--- config.mk ---
export PLATFORM = sky130hd
export DESIGN_NAME = flags_write_sequencer
export DESIGN_NICKNAME = d
export VERILOG_FILES = /design/src/rtl/flags_write_sequencer.sv
export SDC_FILE = /design/constraint.sdc
export NUM_CORES = 1
export LEC_CHECK = 0
export ABC_CLOCK_PERIOD_IN_PS = 6700
export CAP_MARGIN = 30
export CORE_ASPECT_RATIO = 0.5
export CORE_UTILIZATION = 58
export DETAILED_ROUTE_END_ITERATION = 8
export DONT_BUFFER_PORTS = 1
export GPL_TIMING_DRIVEN = 0
export PLACE_DENSITY = 0.81
export SLEW_MARGIN = 20
export SYNTH_ARGS = -nofsm -noshare
export SYNTH_HDL_FRONTEND = slang
export SYNTH_SLANG_ARGS = --single-unit
--- constraint.sdc ---
create_clock -name clock -period 6.7 [get_ports clock]
set_clock_uncertainty 0.05 [all_clocks]
set_input_delay 2.01 -clock clock [delete_from_list [all_inputs] [get_ports clock]]
set_output_delay 2.01 -clock clock [all_outputs]
set_load 0.02 [all_outputs]
--- src/rtl/flags_write_sequencer.sv ---
// flags_write_sequencer: turns one multi-bit EFLAGS update into a train of
// single-bit flag-register writes. IOPL goes first, then the selected flag bits
// in ascending index order, then a one-cycle done pulse.
module flags_write_sequencer #(
    parameter int unsigned                FLAG_WIDTH    = 18,
    parameter logic [FLAG_WIDTH-1:0]      WRITABLE_MASK = 18'h34FD5
) (
    input  logic                  clock,
    input  logic                  reset,

    input  logic                  req_valid,
    output logic                  req_ready,
    input  logic [FLAG_WIDTH-1:0] req_mask,
    input  logic [FLAG_WIDTH-1:0] req_data,
    input  logic                  req_iopl_en,
    input  logic [1:0]            req_iopl_data,
    input  logic                  abort,

    output logic                  write_enable,
    output logic [4:0]            write_index,
    output logic                  write_data,
    output logic                  write_IOPL_enable,
    output logic [1:0]            write_IOPL_data,

    output logic                  busy,
    output logic                  done
);

    typedef enum logic [1:0] {
        StIdle  = 2'd0,
        StIssue = 2'd1,
        StDone  = 2'd2
    } state_e;

    state_e                  state_q, state_d;
    logic [FLAG_WIDTH-1:0]   pend_q, pend_d;
    logic [FLAG_WIDTH-1:0]   data_q, data_d;
    logic                    iopl_pend_q, iopl_pend_d;
    logic [1:0]              iopl_data_q, iopl_data_d;

    logic                    accept;
    logic [FLAG_WIDTH-1:0]   req_pend;
    logic [FLAG_WIDTH-1:0]   low_onehot;
    logic [4:0]              low_idx;
    logic                    low_found;

    assign accept   = req_valid & req_ready;
    // Only architecturally writable bits ever become pending.
    assign req_pend = req_mask & WRITABLE_MASK;

    // Isolate the lowest pending bit (two's-complement trick) for clearing.
    assign low_onehot = pend_q & (~pend_q + {{(FLAG_WIDTH-1){1'b0}}, 1'b1});

    // Priority encoder: index of the lowest pending bit.
    always_comb begin
        low_idx   = 5'd0;
        low_found = 1'b0;
        for (int i = 0; i < int'(FLAG_WIDTH); i++) begin
            if (pend_q[i] && !low_found) begin
                low_idx   = 5'(i);
                low_found = 1'b1;
            end
        end
    end

    // State and captured request registers.
    always_ff @(posedge clock or negedge reset) begin
        if (!reset) begin
            state_q     <= StIdle;
            pend_q      <= '0;
            data_q      <= '0;
            iopl_pend_q <= 1'b0;
            iopl_data_q <= 2'b00;
        end else begin
            state_q     <= state_d;
            pend_q      <= pend_d;
            data_q      <= data_d;
            iopl_pend_q <= iopl_pend_d;
            iopl_data_q <= iopl_data_d;
        end
    end

    // Next-state: accept, retire one strobe per ISSUE cycle, abort flush.
    always_comb begin
        state_d     = state_q;
        pend_d      = pend_q;
        data_d      = data_q;
        iopl_pend_d = iopl_pend_q;
        iopl_data_d = iopl_data_q;

        if (abort) begin
            // Abort outranks a same-cycle accept; the request is simply dropped.
            state_d     = StIdle;
            pend_d      = '0;
            iopl_pend_d = 1'b0;
        end else begin
            unique case (state_q)
                StIdle, StDone: begin
                    if (accept) begin
                        pend_d      = req_pend;
                        data_d      = req_data;
                        iopl_pend_d = req_iopl_en;
                        iopl_data_d = req_iopl_data;
                        state_d     = ((req_pend != '0) || req_iopl_en) ? StIssue : StDone;
                    end else begin
                        state_d = StIdle;
                    end
                end
                StIssue: begin
                    if (iopl_pend_q) begin
                        iopl_pend_d = 1'b0;
                    end else begin
                        pend_d = pend_q & ~low_onehot;
                    end
                    // Leave on the edge that retires the final strobe.
                    if ((pend_d == '0) && !iopl_pend_d) begin
                        state_d = StDone;
                    end
                end
                default: begin
                    state_d     = StIdle;
                    pend_d      = '0;
                    iopl_pend_d = 1'b0;
                end
            endcase
        end
    end

    // Outputs decoded purely from registered state.
    always_comb begin
        req_ready         = (state_q != StIssue);
        busy              = (state_q == StIssue);
        done              = (state_q == StDone);
        write_enable      = 1'b0;
        write_index       = 5'd0;
        write_data        = 1'b0;
        write_IOPL_enable = 1'b0;
        write_IOPL_data   = 2'b00;
        if (state_q == StIssue) begin
            if (iopl_pend_q) begin
                write_IOPL_enable = 1'b1;
                write_IOPL_data   = iopl_data_q;
            end else if (pend_q != '0) begin
                write_enable = 1'b1;
                write_index  = low_idx;
                write_data   = data_q[low_idx];
            end
        end
    end

    // Sanity: at most one strobe, and bit strobes only hit writable bits.
    a_one_strobe: assert property (@(posedge clock) disable iff (!reset)
        !(write_enable && write_IOPL_enable));
    a_writable: assert property (@(posedge clock) disable iff (!reset)
        write_enable |-> WRITABLE_MASK[write_index]);

endmodule

==> metrics.md, run 1 <==
| Metric | Value |
|---|---|
| Setup WS post-layout | 1505 ps |
| Setup violations, final | 0 |
| Largest net degree at the start of global routing | 42 |
| WS Path Type | flip-flop to output pin |
| Hold crit path type | flip-flop to flip-flop |
| Max Cap Violations | 0 |
| Leakage power | 1.113 nW |
| Count leader, synth | dfrtp_1 |
| #FFs+latches synth | 41 |
| Post-CTS setup buffers | 0 |
| Yosys top cell area share | 41.14% |
| Switching pwr | approximately 0.24 mW |
| Gate power share | 31.4% |
| Number of DRC markers in iteration 0 | ~260 |
| Post-Syn Instances | between 200 and 300 |
| Vias | 2,137 |
| Vias in the first global route | between 2,000 and 2,500 |
| Post-synthesis sequential area ratio | around two fifths |
| Flop pwr share | between 40% and 50% |
| Slew Viols, Final | 0 |
| Post-synth EDFFs | 0 |
| # port buffers | 0 |
| Maximum VDD drop | 0.1642 mV |
| Clock transition at path regs | 80 ps |
| Most instantiated cells after synthesis | dfrtp_1, nor2_1, mux2_2 |
| Synth Cell Area | 2494 um2 |
| Total CTS buffers | 5 |
| Htree depth | 2 |
| Critical path endpoint category | output pin |
| Global-route wire length before repair | about 10,000 um |
| Period utilization | between 70% and 80% |
| DR pass1 iterations | 5 |
| CP Launch Type | flip-flop |
| Critical Path AT | 3130 ps |
| Post-synthesis async set-or-reset flop share | 100.0% |
| Site Rows | 16 |
| Fill count | roughly 340 |
| Internal | 0.4770 mW |
| Area leader, netlist | dfrtp_1 |
| Hpwl dp | 4513 um |
| GRT Overall Usage | 29.81% |
| Total negative setup slack | 0 ps |
| Routability cong. | roughly 0.93 |
| Post-cts gate resize count | 0 |
| I/O pin cnt | 56 |
| Wirelength per Cell | 19.21 um |
| Ratio of cells with drive above 1 in the final layout | 16.61% |
| GR Overflow Total | 0 |
| Sw Ratio | about a third |
| Pwr/cell area | 270.9 nW/um2 |
| Main synth FF type | dfrtp_1 |
| Die height | slightly below 50 um |
| Synthesized area per cell | 9.482 um2 |
| Initial core utilization | 62.28% |
| Clock network power share | roughly 25% |
| Slew headroom | 31.86% |
| Post-route ant nets | 0 |
| N_diodes | 0 |
| Final min period | 5195 ps |
| CTS Hold Bufs | 0 |
| Final WL | 6242 um |
| R2r setup slk | between 3000 and 4000 ps |
| Core Region | 4004 um2 |
| Max Clk Rate | 192.5 MHz |
| Yosys cell types | 52 |
| Final hold slack | 450.6 ps |
| Worst-path maximum fanout | 8 |
| Residual DRC count | 0 |
| CTS tree | yes |
| Design Area, Final | 2663 um2 |
| Worst path required time | roughly 4600 ps |
| Hold Vio Cnt, Final | 0 |
| Max Root-Sink Buffers | 2 |
| Worst-Margin Slew | between 1000 and 1500 ps |
| Layout area overhead | 6.774% |
| CTS Root Cell | clkbuf_8 |
| Final nets | between 300 and 400 |
| Post-DP Area | 2561 um2 |
| RSZ-0062 raised after global routing | no |
| Synth warn | 0 |
| Vias/cell | 6.575 |
| Net count after synthesis | 306 |
| Clock latency on the worst-skew pair | 300 ps |
| DIE WIDTH | 94.73 um |
| Initial antenna violation count | 0 |
| Dpl ws | 1922 ps |
| Synth top area cells | dfrtp_1, mux2_2, nor2_1, a21oi_1, o21ai_0 |
| Final Util | between 60 and 70% |
| Die Footprint | 4582 um2 |
| Status | complete, no violations |
| Sink Count | 41 |
[state kept, by name, indices dropped and copies added (netlist names)]
signal / flops
iopl_data_q: 2
data_q: 18
state_q: 2
iopl_pend_q: 1
pend_q: 18
[layout by cell type, fill, tap and decap left out, types with 2 or more instances in the layout]
| master | n |
|---|---|
| or4_1 | 2 |
| buf_4 | 2 |
| nor2_1 | 24 |
| mux2_2 | 19 |
| mux4_2 | 2 |
| and3_1 | 2 |
| o21ai_0 | 15 |
| nand4_1 | 5 |
| a21oi_1 | 15 |
| dfrtp_1 | 41 |
| a31oi_1 | 4 |
| and2_1 | 3 |
| nor4b_1 | 2 |
| clkbuf_1 | 11 |
| nand2b_1 | 4 |
| mux2i_1 | 3 |
| or3_2 | 2 |
| nor4_1 | 7 |
| maj3_1 | 3 |
| o21a_1 | 3 |
| nor3_1 | 13 |
| nand2_1 | 15 |
| o31ai_1 | 3 |
| or4_2 | 3 |
| a211oi_1 | 3 |
| inv_1 | 11 |
| a21boi_0 | 3 |
| nand3_1 | 5 |
| a211o_1 | 3 |
| buf_6 | 3 |
| a22o_1 | 8 |
| o31a_1 | 2 |
| clkbuf_8 | 7 |
| nor2b_1 | 3 |
[routing by layer]
metal  track usage (%)  share of wire [%]
met5                 0                  0
met4             9.596                1.9
met3             8.648                 11
met2             42.93                 44
met1             43.11                 44
[worst max-delay path, stage by stage (launching register included)]
cell     delay [ps]
dfrtp_1         490
nor4_1          580
nand3_1         230
a211o_1         320
nand2_1         230
mux4_2          540
a32oi_1         200
a31oi_1         250
[area by class of cell]
cell class | count | area (um2) | share of cell area (%)
Inverter | 11 | 41.29 | 1.551
Tap cell | 54 | 67.56 | 2.538
Buffer | 17 | 95.09 | 3.571
Clock inverter | 1 | 5.005 | 0.1880
Clock buffer | 7 | 96.34 | 3.618
Multi-Input combinational cell | 194 | 1331 | 50.00
Sequential cell | 41 | 1026 | 38.53
[final timing paths]
check | startpoint | endpoint | cells after the start
hold / removal | iopl_data_q[1] | iopl_data_q[1] | 1
setup reg to reg | iopl_pend_q | state_q[0] | 8
max in group asynchronous | reset | iopl_data_q[1] | 0
hold reg to reg | iopl_data_q[1] | iopl_data_q[1] | 1
min in group asynchronous | reset | pend_q[13] | 0
setup / recovery | pend_q[2] | write_data | 7
[metrics by stage]
| step | power [mW] | std cells |
|---|---|---|
| 6_report | 0.7214 | 325 |
| 5_1_grt | 0.7624 | 325 |
| 4_1_cts | 0.7212 | 325 |
| 3_5_place_dp | 0.5406 | 317 |
| 3_3_place_gp | 0.5328 | 317 |
| 2_1_floorplan | 0.4919 | 263 |
[power groups by stage]
stage | sequential (mW) | clock (mW) | combinational [mW]
after global routing | 0.319 | 0.195 | 0.248
final | 0.314 | 0.181 | 0.226
after detailed placement | 0.319 | 0 | 0.222
after global placement | 0.317 | 0 | 0.216
after CTS | 0.314 | 0.184 | 0.223
after floorplan | 0.309 | 0 | 0.183
[logic make-up (layout without fill, tap and decap cells)]
| logic type | count (synthesis) | after routing | share of synthesized area, % |
|---|---|---|---|
| DFF | 41 | 41 | 41.14 |
| buffers and inverters | 28 | 36 | 5.469 |
| adders and majority gates | 3 | 3 | 1.204 |
| and+or+nand+nor | 97 | 97 | 21.37 |
| AOI/OAI and AO/OA | 70 | 70 | 19.22 |
| muxes | 24 | 24 | 11.59 |
Power figures use the tool's default switching activity.
==> run 2, diff against run 1 <==
- ABC_CLOCK_PERIOD_IN_PS: 6700 -> 4790
- clock period: 6.7 -> 4.79 ns (I/O delays scaled with it)
==> results of run 2 <==
Same layout as run 1 (identical final DEF). Status: complete, no violations.
Among the figures that moved: setup slack after placement 1922 ps -> 584.8 ps; setup slack after layout 1505 ps -> 168.0 ps; register-to-register setup slack 3670 ps -> 1760 ps; total power 0.7214 mW -> 1.009 mW; worst IR drop on VDD 0.1642 mV -> 0.2297 mV
